==> config.mk <==
export PLATFORM = sky130hd
export DESIGN_NAME = alu_ctrl
export DESIGN_NICKNAME = d
export VERILOG_FILES = /design/src/rtl/alu_ctrl_pkg.sv /design/src/rtl/alu_ctrl_regfile.sv /design/src/rtl/alu_ctrl.sv
export SDC_FILE = /design/constraint.sdc
export NUM_CORES = 1
export LEC_CHECK = 0
export BUFFER_PORTS_ARGS = -buffer_cell sky130_fd_sc_hd__buf_2
export CAP_MARGIN = 40
export CORE_MARGIN = 2
export CORE_UTILIZATION = 54
export CTS_CLUSTER_SIZE = 16
export DETAILED_ROUTE_END_ITERATION = 7
export PLACE_DENSITY = 0.79
export SYNTH_ARGS = -nofsm -noshare
export SYNTH_HDL_FRONTEND = slang
export SYNTH_SLANG_ARGS = --single-unit
==> constraint.sdc <==
create_clock -name clk -period 2.04 [get_ports clk]
set_input_delay 0.408 -clock clk [delete_from_list [all_inputs] [get_ports clk]]
set_output_delay 0.408 -clock clk [all_outputs]
set_load 0.05 [all_outputs]
==> src/rtl/alu_ctrl_pkg.sv <==
// -----------------------------------------------------------------------------
// alu_ctrl_pkg
// Shared definitions for the ALU sequencing controller: ALU op-code values,
// bit positions inside the 4-bit ALU flag vector {V, Z, C, N}, and the
// controller FSM state encoding.
// -----------------------------------------------------------------------------
package alu_ctrl_pkg;

  // ALU operation codes
  localparam logic [2:0] OP_ADD = 3'b000;
  localparam logic [2:0] OP_SUB = 3'b001;
  localparam logic [2:0] OP_AND = 3'b010;
  localparam logic [2:0] OP_OR  = 3'b011;
  localparam logic [2:0] OP_XOR = 3'b100;
  localparam logic [2:0] OP_NOT = 3'b101;
  localparam logic [2:0] OP_SHL = 3'b110;
  localparam logic [2:0] OP_SHR = 3'b111;

  // Positions inside the ALU flag vector
  localparam int FLAG_N = 0;
  localparam int FLAG_C = 1;
  localparam int FLAG_Z = 2;
  localparam int FLAG_V = 3;

  // Controller FSM states
  typedef enum logic [1:0] {
    ST_IDLE = 2'd0,
    ST_EXEC = 2'd1,
    ST_RESP = 2'd2
  } state_t;

endpackage : alu_ctrl_pkg

==> src/rtl/alu_ctrl_regfile.sv <==
// -----------------------------------------------------------------------------
// alu_ctrl_regfile
// NREG x WIDTH general register file for the ALU controller.
// Two combinational read ports, one synchronous write port, all entries
// cleared by the asynchronous active-low reset.
//
// Ports:
//   clk, rst_n            clock / async active-low reset
//   we, waddr, wdata      write port (takes effect on the rising edge)
//   raddr_a -> rdata_a    read port A (combinational)
//   raddr_b -> rdata_b    read port B (combinational)
// -----------------------------------------------------------------------------
module alu_ctrl_regfile #(
  parameter int WIDTH = 8,
  parameter int NREG  = 4,
  parameter int AW    = $clog2(NREG)
) (
  input  logic             clk,
  input  logic             rst_n,
  input  logic             we,
  input  logic [AW-1:0]    waddr,
  input  logic [WIDTH-1:0] wdata,
  input  logic [AW-1:0]    raddr_a,
  output logic [WIDTH-1:0] rdata_a,
  input  logic [AW-1:0]    raddr_b,
  output logic [WIDTH-1:0] rdata_b
);

  logic [WIDTH-1:0] regs [NREG];

  // NOTE: the array is built from flops, not a RAM macro, so every entry can
  // be cleared by the async reset; a RAM-inferred array would need this loop
  // removed and an explicit init sequence instead.
  always_ff @(posedge clk or negedge rst_n) begin
    if (!rst_n) begin
      for (int i = 0; i < NREG; i++) begin
        regs[i] <= '0;
      end
    end else if (we) begin
      // NOTE: non-blocking so a same-cycle read sees the pre-edge value,
      // which matches the flop behaviour in simulation and silicon.
      regs[waddr] <= wdata;
    end
  end

  assign rdata_a = regs[raddr_a];
  assign rdata_b = regs[raddr_b];

endmodule : alu_ctrl_regfile

==> src/rtl/alu_ctrl.sv <==
// -----------------------------------------------------------------------------
// alu_ctrl
// Sequencing initiator for an external combinational ALU. Accepts a
// register-transfer command, reads operands from the local register file,
// presents them to the ALU for one cycle, writes the ALU result back and
// returns result + raw ALU flags over a valid/ready response channel.
//
// Optional feature macro: ALU_CTRL_SAT_EN
//   When defined, ADD/SUB results that overflow (flag V set) are replaced by
//   the signed saturation limit chosen by the sign of operand A. Flags are
//   always passed through unmodified.
//
// Ports:
//   clk, rst_n                        clock / async active-low reset
//   cmd_valid/cmd_ready               command handshake
//   cmd_op, cmd_dst, cmd_src_a,
//   cmd_src_b, cmd_use_imm, cmd_imm   command fields
//   alu_a, alu_b, alu_op              registered ALU operand/op drive
//   alu_x, alu_flag                   ALU result and flags {V,Z,C,N}
//   rsp_valid/rsp_ready               response handshake
//   rsp_data, rsp_flag                written-back value and raw ALU flags
// -----------------------------------------------------------------------------
module alu_ctrl
  import alu_ctrl_pkg::*;
#(
  parameter  int WIDTH = 8,
  parameter  int NREG  = 4,
  localparam int AW    = $clog2(NREG)
) (
  input  logic             clk,
  input  logic             rst_n,
  input  logic             cmd_valid,
  output logic             cmd_ready,
  input  logic [2:0]       cmd_op,
  input  logic [AW-1:0]    cmd_dst,
  input  logic [AW-1:0]    cmd_src_a,
  input  logic [AW-1:0]    cmd_src_b,
  input  logic             cmd_use_imm,
  input  logic [WIDTH-1:0] cmd_imm,
  output logic [WIDTH-1:0] alu_a,
  output logic [WIDTH-1:0] alu_b,
  output logic [2:0]       alu_op,
  input  logic [WIDTH-1:0] alu_x,
  input  logic [3:0]       alu_flag,
  output logic             rsp_valid,
  input  logic             rsp_ready,
  output logic [WIDTH-1:0] rsp_data,
  output logic [3:0]       rsp_flag
);

  state_t           state;
  logic [AW-1:0]    dst_q;
  logic [WIDTH-1:0] rd_a;
  logic [WIDTH-1:0] rd_b;
  logic [WIDTH-1:0] wb_data;
  logic             wb_en;

  // Writeback happens on the edge that leaves EXEC; an async reset during
  // EXEC wipes the state before that edge, so the write never lands.
  assign wb_en = (state == ST_EXEC);

  alu_ctrl_regfile #(
    .WIDTH (WIDTH),
    .NREG  (NREG),
    .AW    (AW)
  ) u_regfile (
    .clk     (clk),
    .rst_n   (rst_n),
    .we      (wb_en),
    .waddr   (dst_q),
    .wdata   (wb_data),
    .raddr_a (cmd_src_a),
    .rdata_a (rd_a),
    .raddr_b (cmd_src_b),
    .rdata_b (rd_b)
  );

  // Value that is both written back and returned on rsp_data.
  // NOTE: the default assignment first keeps this block free of latches
  // whichever way the macro is set.
  always_comb begin
    wb_data = alu_x;
`ifdef ALU_CTRL_SAT_EN
    if (((alu_op == OP_ADD) || (alu_op == OP_SUB)) && alu_flag[FLAG_V]) begin
      // Overflow direction follows the sign of A: positive A can only
      // overflow upward, negative A only downward.
      wb_data = alu_a[WIDTH-1] ? {1'b1, {(WIDTH-1){1'b0}}}
                               : {1'b0, {(WIDTH-1){1'b1}}};
    end
`endif
  end

  // Single-process FSM; cmd_ready and rsp_valid are registered so they are
  // glitch-free and, by construction, never high together.
  always_ff @(posedge clk or negedge rst_n) begin
    if (!rst_n) begin
      state     <= ST_IDLE;
      cmd_ready <= 1'b1;
      rsp_valid <= 1'b0;
      alu_a     <= '0;
      alu_b     <= '0;
      alu_op    <= '0;
      dst_q     <= '0;
      rsp_data  <= '0;
      rsp_flag  <= '0;
    end else begin
      case (state)
        ST_IDLE: begin
          if (cmd_valid) begin
            // cmd_ready is 1 throughout IDLE, so cmd_valid alone is the
            // handshake here. Operands are read now; alu_* then hold their
            // values until the next acceptance.
            alu_a     <= rd_a;
            alu_b     <= cmd_use_imm ? cmd_imm : rd_b;
            alu_op    <= cmd_op;
            dst_q     <= cmd_dst;
            cmd_ready <= 1'b0;
            state     <= ST_EXEC;
          end
        end
        ST_EXEC: begin
          rsp_data  <= wb_data;
          rsp_flag  <= alu_flag;
          rsp_valid <= 1'b1;
          state     <= ST_RESP;
        end
        ST_RESP: begin
          if (rsp_ready) begin
            rsp_valid <= 1'b0;
            cmd_ready <= 1'b1;
            state     <= ST_IDLE;
          end
        end
        default: begin
          rsp_valid <= 1'b0;
          cmd_ready <= 1'b1;
          state     <= ST_IDLE;
        end
      endcase
    end
  end

endmodule : alu_ctrl

==> results.yml <==
place:
  dp_slack_ns: 0.2614
  port_buffers: 66
  dp_hpwl_mm: 3.996
  gp_routability_congestion: 0.7281
grt:
  grt_overflow: 0
  track_usage: 0.2062
  grt_pass1_wl_mm: 9.528
  grt_antenna_before_repair: 0
  grt_start_max_net_pins: 70
  grt_pass1_vias: 1872
clock_tree:
  cts_tree: "yes"
  h-tree-depth: 3
  cts_root_buffer: "clkbuf_8"
  postCtsSetupBuffers: 0
  clock_latency_ns: 0.34
  cts_made_buffers: 9
  cts.clk_slew.worst_paths_ns: 0.07
  clkSinkCount: 69
  postCtsHoldBufs: 0
  cts_resized: 0
  clock_path_buffers: 2
floorplanning:
  fp.dieW_microns: 79.36
  core_sq_um: 5507
  initial_core_util: 0.5569
  die_h_microns: 79.36
  num_rows: 27
  dieArea_sq_um: 6298
  ioPinCount: 67
final_layout:
  n_antenna_cell: 0
  drive_above_1_share: 0.6067
  most-common-layout-cells: "dfrtp_1 (68), buf_2 (66), mux2_2 (57)"
  syn_to_final_growth_pct: 19.54
  fin_nets: 296
  final_common_cell: "dfrtp_1"
  final_core_util: 0.6658
power:
  p_seq_frac: 0.381
  p_leak_nw: 1.648
  p_per_area_nw_per_um2: 1813
  power_frac_comb: 0.461
  internal-power_mw: 3.863
  power.switching_mw: 2.783
  swShare: 0.4188
  clkPwrFrac: 0.157
  irDropWorstVdd_mv: 0.9633
logic_synthesis:
  syn_avg_cell_area_sq_um: 15.97
  syn-num-nets: 226
  syn_inst: 192
  yosysWarnings: 0
  ys_seq_elements: 69
  synth-seq-area-share: 0.5634
  synth_area_sq_um: 3067
  synth_cell_types: 22
critical_path:
  path_cells: "nand2b_4 > nor3b_4 > mux2_2"
  critPathMaxStageDelay_ns: 0.53
  arrival_ns: 2.01
  crit_path_top_delay_cell: "nor3b_4"
  crit_path_max_fanout: 16
  worstSetupEndpointType: "flop"
  start_kind: "flop"
  crit_family: "simple AND/OR/NAND/NOR gates"
  critPathRequiredTime_ns: 2.26
  path_buf_inv: 0
  path_class: "flop to flop"
timing:
  tns_ns: 0
  maxSlewViolCount: 0
  slew_headroom: 0.6554
  period_minus_slack_ns: 1.791
  setup_ws_ns: 0.2493
  fmax_mhz: 558.5
  worst_pin_slew_ns: 0.5163
  finalHoldViolCount: 0
  rsz0062_at_grt: "no"
  period_share: 0.8778
  setup_viol: 0
  fin_skew_ns: 0.007591
routing:
  wirelength_mm: 5.942
  route.detailed.drc: 0
  vias_per_cell: 5.540
  via_count: 1878
  first_pass_iters: 4
  first_iter_violations: 75
  post_drt_wl_per_cell_microns: 17.53
  drtAntennaViolNets: 0
outcome:
  status: "complete, no violations"
job:
  drv_cap: 0
min_path:
  hold_class: "input port to asynchronous set/reset pin"
==> final timing paths <==
| path | depth (start not counted) | start | slack, ns | to |
|---|---|---|---|---|
| setup / recovery | 3 | state[0] | 0.25 | u_regfile.regs[16] |
| hold / removal | 2 | rst_n | 0.06 | state[1] |
| setup reg to reg | 3 | state[0] | 0.25 | u_regfile.regs[16] |
| hold reg to reg | 1 | rsp_valid | 0.48 | rsp_valid |
| max in group asynchronous | 2 | rst_n | 1.64 | alu_op[2] |
| min in group clk | 2 | alu_flag[3] | 0.30 | rsp_flag[3] |
==> through the flow <==
| step | hold slack [ns] | area [sq um] | std cells | total power [mW] |
|---|---|---|---|---|
| 2_1_floorplan | 0.1124 | 3067 | 192 | 4.925 |
| 3_3_place_gp | 0.4585 | 3476 | 323 | 5.549 |
| 3_5_place_dp | 0.4620 | 3476 | 323 | 5.643 |
| 4_1_cts | 0.08848 | 3666 | 339 | 6.706 |
| 5_1_grt | 0.1082 | 3666 | 339 | 6.994 |
| 6_report | 0.06019 | 3666 | 339 | 6.646 |
==> cell type report <==
class | count | area, sq um
Fill cell | 413 | 1841
Sequential cell | 69 | 1728
Multi-Input combinational cell | 112 | 1285
Timing Repair Buffer | 70 | 372.9
Clock buffer | 16 | 190.2
Tap cell | 72 | 90.09
==> sequential cells by signal (all words and copies together) (netlist names) <==
register	cells
alu_b	8
alu_a	8
u_regfile.regs	32
state	2
dst_q	2
rsp_valid	1
alu_op	3
cmd_ready	1
rsp_flag	4
rsp_data	8
==> cells by family after synthesis <==
group	synth area share
flops	0.5634
simple gates	0.04570
mux	0.3529
buf+inv	0.01918
compound gates	0.01877
==> routing by layer <==
layer / GRT usage / wire length (microns) / vias to the layer above
met2: 0.3161 / 2938 / 54
li1: - / - / 850
met4: 0.1034 / 99 / 0
met3: 0.03977 / 290 / 10
met5: 0 / 0 / -
met1: 0.2834 / 2613 / 964
==> Yosys cell counts <==
master / count / area, sq um
mux2_2: 57 / 641.9
nor3b_4: 2 / 37.54
nand2b_4: 1 / 13.76
nand2_1: 2 / 7.510
buf_1: 2 / 7.510
nor2_1: 10 / 37.54
nor3_4: 1 / 16.27
buf_2: 5 / 25.02
o21ai_0: 1 / 5.000
dfstp_2: 1 / 26.28
a21oi_1: 9 / 45.04
mux4_2: 16 / 360.4
o21a_1: 1 / 7.510
buf_4: 1 / 7.510
clkbuf_1: 2 / 7.510
mux2i_1: 8 / 80.08
nor3b_1: 1 / 7.510
nor3_1: 1 / 5.000
nand4b_1: 1 / 8.760
buf_6: 1 / 11.26
dfrtp_1: 68 / 1702
nand2b_1: 1 / 6.260
==> power groups by stage <==
stage	clock (mW)	sequential (mW)	combinational [mW]
floorplan	0	3.61	1.31
global placement	0	2.53	3.02
detailed placement	0	2.56	3.09
CTS	1.08	2.53	3.09
global route	1.13	2.63	3.24
finish	1.05	2.53	3.07
(Power assumes the default switching activity.)
